[src/rtl/au_nibble_seq.sv]
// ============================================================================
// Module  : au_nibble_seq
// Brief   : Runs a wide add/subtract on an external 4-bit combinational AU,
//           one nibble per cycle, LSB first. Optional macro AU_SEQ_OVF_EN
//           adds a registered signed-overflow output o_ovf.
// Revision: 1.0 - initial release
// ============================================================================
`default_nettype none

module au_nibble_seq #(
  parameter int NIBBLES = 4
) (
  input  logic                   i_clk,
  input  logic                   i_rst,
  input  logic                   i_start,
  input  logic [1:0]             i_op,
  input  logic                   i_cin,
  input  logic [4*NIBBLES-1:0]   i_a,
  input  logic [4*NIBBLES-1:0]   i_b,
  output logic [3:0]             o_au_a,
  output logic [3:0]             o_au_b,
  output logic                   o_au_cin,
  output logic                   o_au_sel0,
  output logic                   o_au_sel1,
  input  logic [3:0]             i_au_out,
  input  logic                   i_au_cout,
  output logic                   o_busy,
  output logic                   o_done,
  output logic [4*NIBBLES-1:0]   o_result,
  output logic                   o_cout
`ifdef AU_SEQ_OVF_EN
  ,output logic                  o_ovf
`endif
);

  localparam int W  = 4 * NIBBLES;
  localparam int IW = $clog2(NIBBLES);
  localparam logic [IW-1:0] c_LAST = IW'(NIBBLES - 1);

  typedef enum logic [1:0] {
    S_IDLE = 2'd0,
    S_RUN  = 2'd1,
    S_DONE = 2'd2
  } state_t;

  state_t        r_state;
  state_t        w_next;
  logic [IW-1:0] r_idx;
  logic          r_carry;
  logic [W-1:0]  r_a;
  logic [W-1:0]  r_b;
  logic [1:0]    r_op;
  logic [W-1:0]  r_result;
  logic          r_cout;
  logic          w_run;
  logic          w_accept;
  logic          w_last;
  logic [IW+1:0] w_bit;

  assign w_run    = (r_state == S_RUN);
  assign w_accept = i_start && (r_state != S_RUN);
  assign w_last   = (r_idx == c_LAST);
  assign w_bit    = {r_idx, 2'b00};

  always_ff @(posedge i_clk) begin
    if (i_rst) r_state <= S_IDLE;
    else       r_state <= w_next;
  end

  always_comb begin
    w_next = r_state;
    case (r_state)
      S_IDLE:  if (i_start) w_next = S_RUN;
      S_RUN:   if (w_last)  w_next = S_DONE;
      S_DONE:  w_next = i_start ? S_RUN : S_IDLE;
      default: w_next = S_IDLE;
    endcase
  end

  always_ff @(posedge i_clk) begin
    if (i_rst) begin
      r_idx    <= '0;
      r_carry  <= 1'b0;
      r_a      <= '0;
      r_b      <= '0;
      r_op     <= 2'b00;
      r_result <= '0;
      r_cout   <= 1'b0;
    end else if (w_accept) begin
      r_a     <= i_a;
      r_b     <= i_b;
      r_op    <= i_op;
      r_idx   <= '0;
      r_carry <= i_cin;
    end else if (w_run) begin
      r_result[w_bit +: 4] <= i_au_out;
      r_carry              <= i_au_cout;
      // idx parks on the last nibble; only a new start rewinds it
      if (w_last) r_cout <= i_au_cout;
      else        r_idx  <= r_idx + 1'b1;
    end
  end

`ifdef AU_SEQ_OVF_EN
  logic w_beff;
  logic r_ovf;

  always_comb begin
    w_beff = 1'b0;
    case (r_op)
      2'b00:   w_beff = r_b[W-1];
      2'b01:   w_beff = ~r_b[W-1];
      2'b10:   w_beff = 1'b0;
      default: w_beff = 1'b1;
    endcase
  end

  always_ff @(posedge i_clk) begin
    if (i_rst)
      r_ovf <= 1'b0;
    else if (w_run && w_last)
      r_ovf <= (r_a[W-1] == w_beff) && (i_au_out[3] != r_a[W-1]);
  end

  assign o_ovf = r_ovf;
`endif

  assign o_au_a    = w_run ? r_a[w_bit +: 4] : 4'h0;
  assign o_au_b    = w_run ? r_b[w_bit +: 4] : 4'h0;
  assign o_au_cin  = w_run & r_carry;
  assign o_au_sel0 = w_run & r_op[0];
  assign o_au_sel1 = w_run & r_op[1];
  assign o_busy    = w_run;
  assign o_done    = (r_state == S_DONE);
  assign o_result  = r_result;
  assign o_cout    = r_cout;

endmodule

`default_nettype wire

[config.mk]
export PLATFORM = sky130hd
export DESIGN_NAME = au_nibble_seq
export DESIGN_NICKNAME = d
export VERILOG_FILES = /design/src/rtl/au_nibble_seq.sv
export SDC_FILE = /design/constraint.sdc
export NUM_CORES = 1
export LEC_CHECK = 0
export BUFFER_PORTS_ARGS = -buffer_cell sky130_fd_sc_hd__buf_2
export CAP_MARGIN = 5
export CORE_UTILIZATION = 45
export DETAILED_ROUTE_END_ITERATION = 10
export PLACE_DENSITY = 0.71
export SYNTH_ARGS = -nofsm -noshare
export SYNTH_HDL_FRONTEND = slang
export SYNTH_SLANG_ARGS = --single-unit
[constraint.sdc]
create_clock -name i_clk -period 3.5 [get_ports i_clk]
set_input_delay 0.35 -clock i_clk [delete_from_list [all_inputs] [get_ports i_clk]]
set_output_delay 0.35 -clock i_clk [all_outputs]
set_load 0.1 [all_outputs]
==> results.sh <==
export IMPL_cts_num_sinks=56
export IMPL_core_um2=5270
export IMPL_cp_arrival_ns=2.16
export IMPL_gp_congestion=0.7990
export IMPL_dr_pass1_iters=4
export IMPL_timing_rr_start="r_idx[1]$_SDFFE_PP0P_"
export IMPL_n_fill_cell=513
export IMPL_crit_buf_inv=2
export IMPL_worst_slack_ns=0.9937
export IMPL_worst_pin_slew_ns=0.9679
export IMPL_regArea_um2=1121
export IMPL_worstPathRequired_ns=3.15
export IMPL_dieArea_um2=5941
export IMPL_hp_start="i_b[6]"
export IMPL_diodes=0
export IMPL_status="finished clean"
export IMPL_fmax_mhz=399.0
export IMPL_wl_per_cell_um=14.40
export IMPL_setup_violations=0
export IMPL_post_cts_resized=0
export IMPL_skew_ns=0.005840
export IMPL_cts_made_buffers=5
export IMPL_crit_path_end_kind="primary output"
export IMPL_netlist_area_leader_share=0.4420
export IMPL_hold_buffers=0
export IMPL_start_kind="register"
export IMPL_cp_slowest_stage_delay_ns=0.59
export IMPL_slew_limit_headroom=0.3540
export IMPL_grt_start_max_net_pins=56
export IMPL_yosys_warnings=0
export IMPL_reg2reg_to="o_result[8]$_SDFFE_PP0P_"
export IMPL_dp_hpwl_um=3883
export IMPL_num_rows=26
export IMPL_clock_latency_ns=0.30
export IMPL_post_cts_buffers=0
export IMPL_fin_util=0.5632
export IMPL_ys_types=34
export IMPL_whs_ns=0.2858
export IMPL_drive_gt1_frac=0.2844
export IMPL_rrSetupSlack_ns=1.45
export IMPL_cp_cell_sequence="buf_4 > mux4_1 > and2_1 > buf_2"
export IMPL_grt_usage=0.2021
export IMPL_grt_pass1_vias=2065
export IMPL_die_w_um=77.08
export IMPL_htree_levels=2
export IMPL_multi_input_area_um2=1250
export IMPL_viasPerCell=5.436
export IMPL_path_clk_slew_ns=0.09
export IMPL_routed_wl_um=5816
export IMPL_finalSetupTns_ns=0
export IMPL_synth_area_top_cells="dfxtp_1 44%, a21oi_1 7.9%, nand3_1 7.3%"
export IMPL_synth_edf_count=0
export IMPL_start_util=0.4812
export IMPL_root_buffer="clkbuf_8"
export IMPL_period_minus_slack_ns=2.506
export IMPL_synth_seq_cells=56
export IMPL_synth_nets=324
export IMPL_overflow=0
export IMPL_cts_tree="built"
export IMPL_cts_path_max_buffers=2
export IMPL_ioPinCount=73
export IMPL_ant_nets=0
export IMPL_finalCritPeriodShare=0.7161
export IMPL_areaGrowthSynthToFinish_pct=17.02
export IMPL_rsz0062_at_grt="false"
export IMPL_synth_async_reset_ratio=0
export IMPL_die_h_um=77.08
export IMPL_leakagePower_nw=1.233
export IMPL_holdPathStages=3
export IMPL_synthFlopType="dfxtp_1"
export IMPL_hold_end="r_b[6]$_SDFFE_PP0P_"
export IMPL_synthCells=275
export IMPL_finalMaxSlewViolations=0
export IMPL_vias=2196
export IMPL_first_iter_violations=155
export IMPL_route_detailed_drc=0
export IMPL_io_buffers=72
export IMPL_syn_avg_cell_area_um2=9.222
export IMPL_worstRegToRegCells=5
export IMPL_vdd_drop_max_uv=187.8
export IMPL_drv_cap=0
export IMPL_grt_pass1_wl_um=9694
export IMPL_yosysMostFrequentCell="dfxtp_1"
export IMPL_dp_slack_ns=1.305
export IMPL_crit_slowest_cell="dfxtp_1"
export IMPL_cp_top_family="flip-flops"
export IMPL_yosys_top_cells_count="56 x dfxtp_1, 40 x a21oi_1, 37 x nand3_1, 22 x o21ai_1, 12 x o21ai_0"
export IMPL_ys_seq_area_frac=0.4420
export IMPL_fin_total_pwr_w=0.001244
export IMPL_antenna_found_initial=0
export IMPL_critical_path_class="register to primary output"
export IMPL_syn_area_um2=2536
export IMPL_worstPathMaxFanout=10
export IMPL_powerDensity_nw_per_um2=419.0
export IMPL_hold_path_class="primary input to register"
export IMPL_synth_area_leader_cell="dfxtp_1"
export IMPL_hold_viol=0
export IMPL_nNetsFinal=383
-- routing by layer --
| layer | track usage | share of wire | vias to the layer above |
|---|---|---|---|
| met3 | 0.03929 | 0.055 | 5 |
| met2 | 0.3259 | 0.46 | 60 |
| met5 | 0 | 0 | - |
| li1 | - | - | 1114 |
| met4 | 0.05660 | 0.0089 | 0 |
| met1 | 0.2746 | 0.47 | 1017 |
-- cell families after synthesis --
group,synth area share
AND/OR/NAND/NOR,0.1791
AO/OA/AOI/OAI,0.2028
XOR/XNOR,0.003454
flip-flops,0.4420
adder cells (fa/ha/maj),0.02960
buffers and inverters,0.06512
multiplexers,0.07795
-- worst min-delay path, cell delays in order --
cell and delay (ns):
buf_2 0.09, nand3_1 0.05, a21oi_1 0.05
-- through the flow --
step / std cells / cell area [um2]
after floorplan: 275 / 2536
after global placement: 397 / 2890
after detailed placement: 397 / 2890
after CTS: 404 / 2968
after global routing: 404 / 2968
final: 404 / 2968
-- report_power, final --
part / internal [W] / total (W) / switching (W)
Sequential: 0.000667 / 0.000685 / 0.0000185
Clock: 0.000137 / 0.000325 / 0.000189
Combinational: 0.0000750 / 0.000233 / 0.000158
-- registers in the layout (all words and copies together), names as in the netlist --
register,flops
r_op,2
r_b,16
r_state,2
o_cout,1
r_carry,1
r_idx,2
o_result,16
r_a,16
-- area by class of cell --
type                    count  area share
repair buffers             77      0.1341
multi-input cells         185      0.4212
clock inverters             1    0.001686
flip-flops and latches     56      0.3777
inverters                   9     0.01138
clock buffers               6     0.02445
well taps                  70     0.02951
-- cell usage in the layout, fill, tap and decap left out, types with 2 or more instances in the layout --
cell and n:
buf_2 72, dfxtp_1 56, a21oi_1 40, nand3_1 37, o21ai_1 22, o21ai_0 12, and2_1 11, inv_1 8
a22o_1 8, mux4_2 6, nand2_1 6, ha_1 6, nand2b_1 5, nor2_1 5, nand4_1 5, clkbuf_8 5
buf_4 5, o32ai_1 4, mux4_1 2, a21oi_2 2, and4_1 2, a211oi_1 2, nand3b_1 2
-- worst max-delay path by stage --
stage | start | endpoint | slack, ns | depth (start not counted)
after floorplan | r_state[1]$_SDFFE_PP0P_ | o_au_a[0] | 0.74 | 4
after global placement | r_idx[0]$_SDFFE_PP0P_ | o_au_a[3] | 1.31 | 4
after detailed placement | r_idx[0]$_SDFFE_PP0P_ | o_au_a[3] | 1.30 | 4
after CTS | r_idx[0]$_SDFFE_PP0P_ | o_au_a[3] | 0.96 | 4
after global routing | r_idx[0]$_SDFFE_PP0P_ | o_au_a[3] | 0.84 | 4
final | r_idx[0]$_SDFFE_PP0P_ | o_au_a[3] | 0.99 | 4
Power figures use the tool's default switching activity.
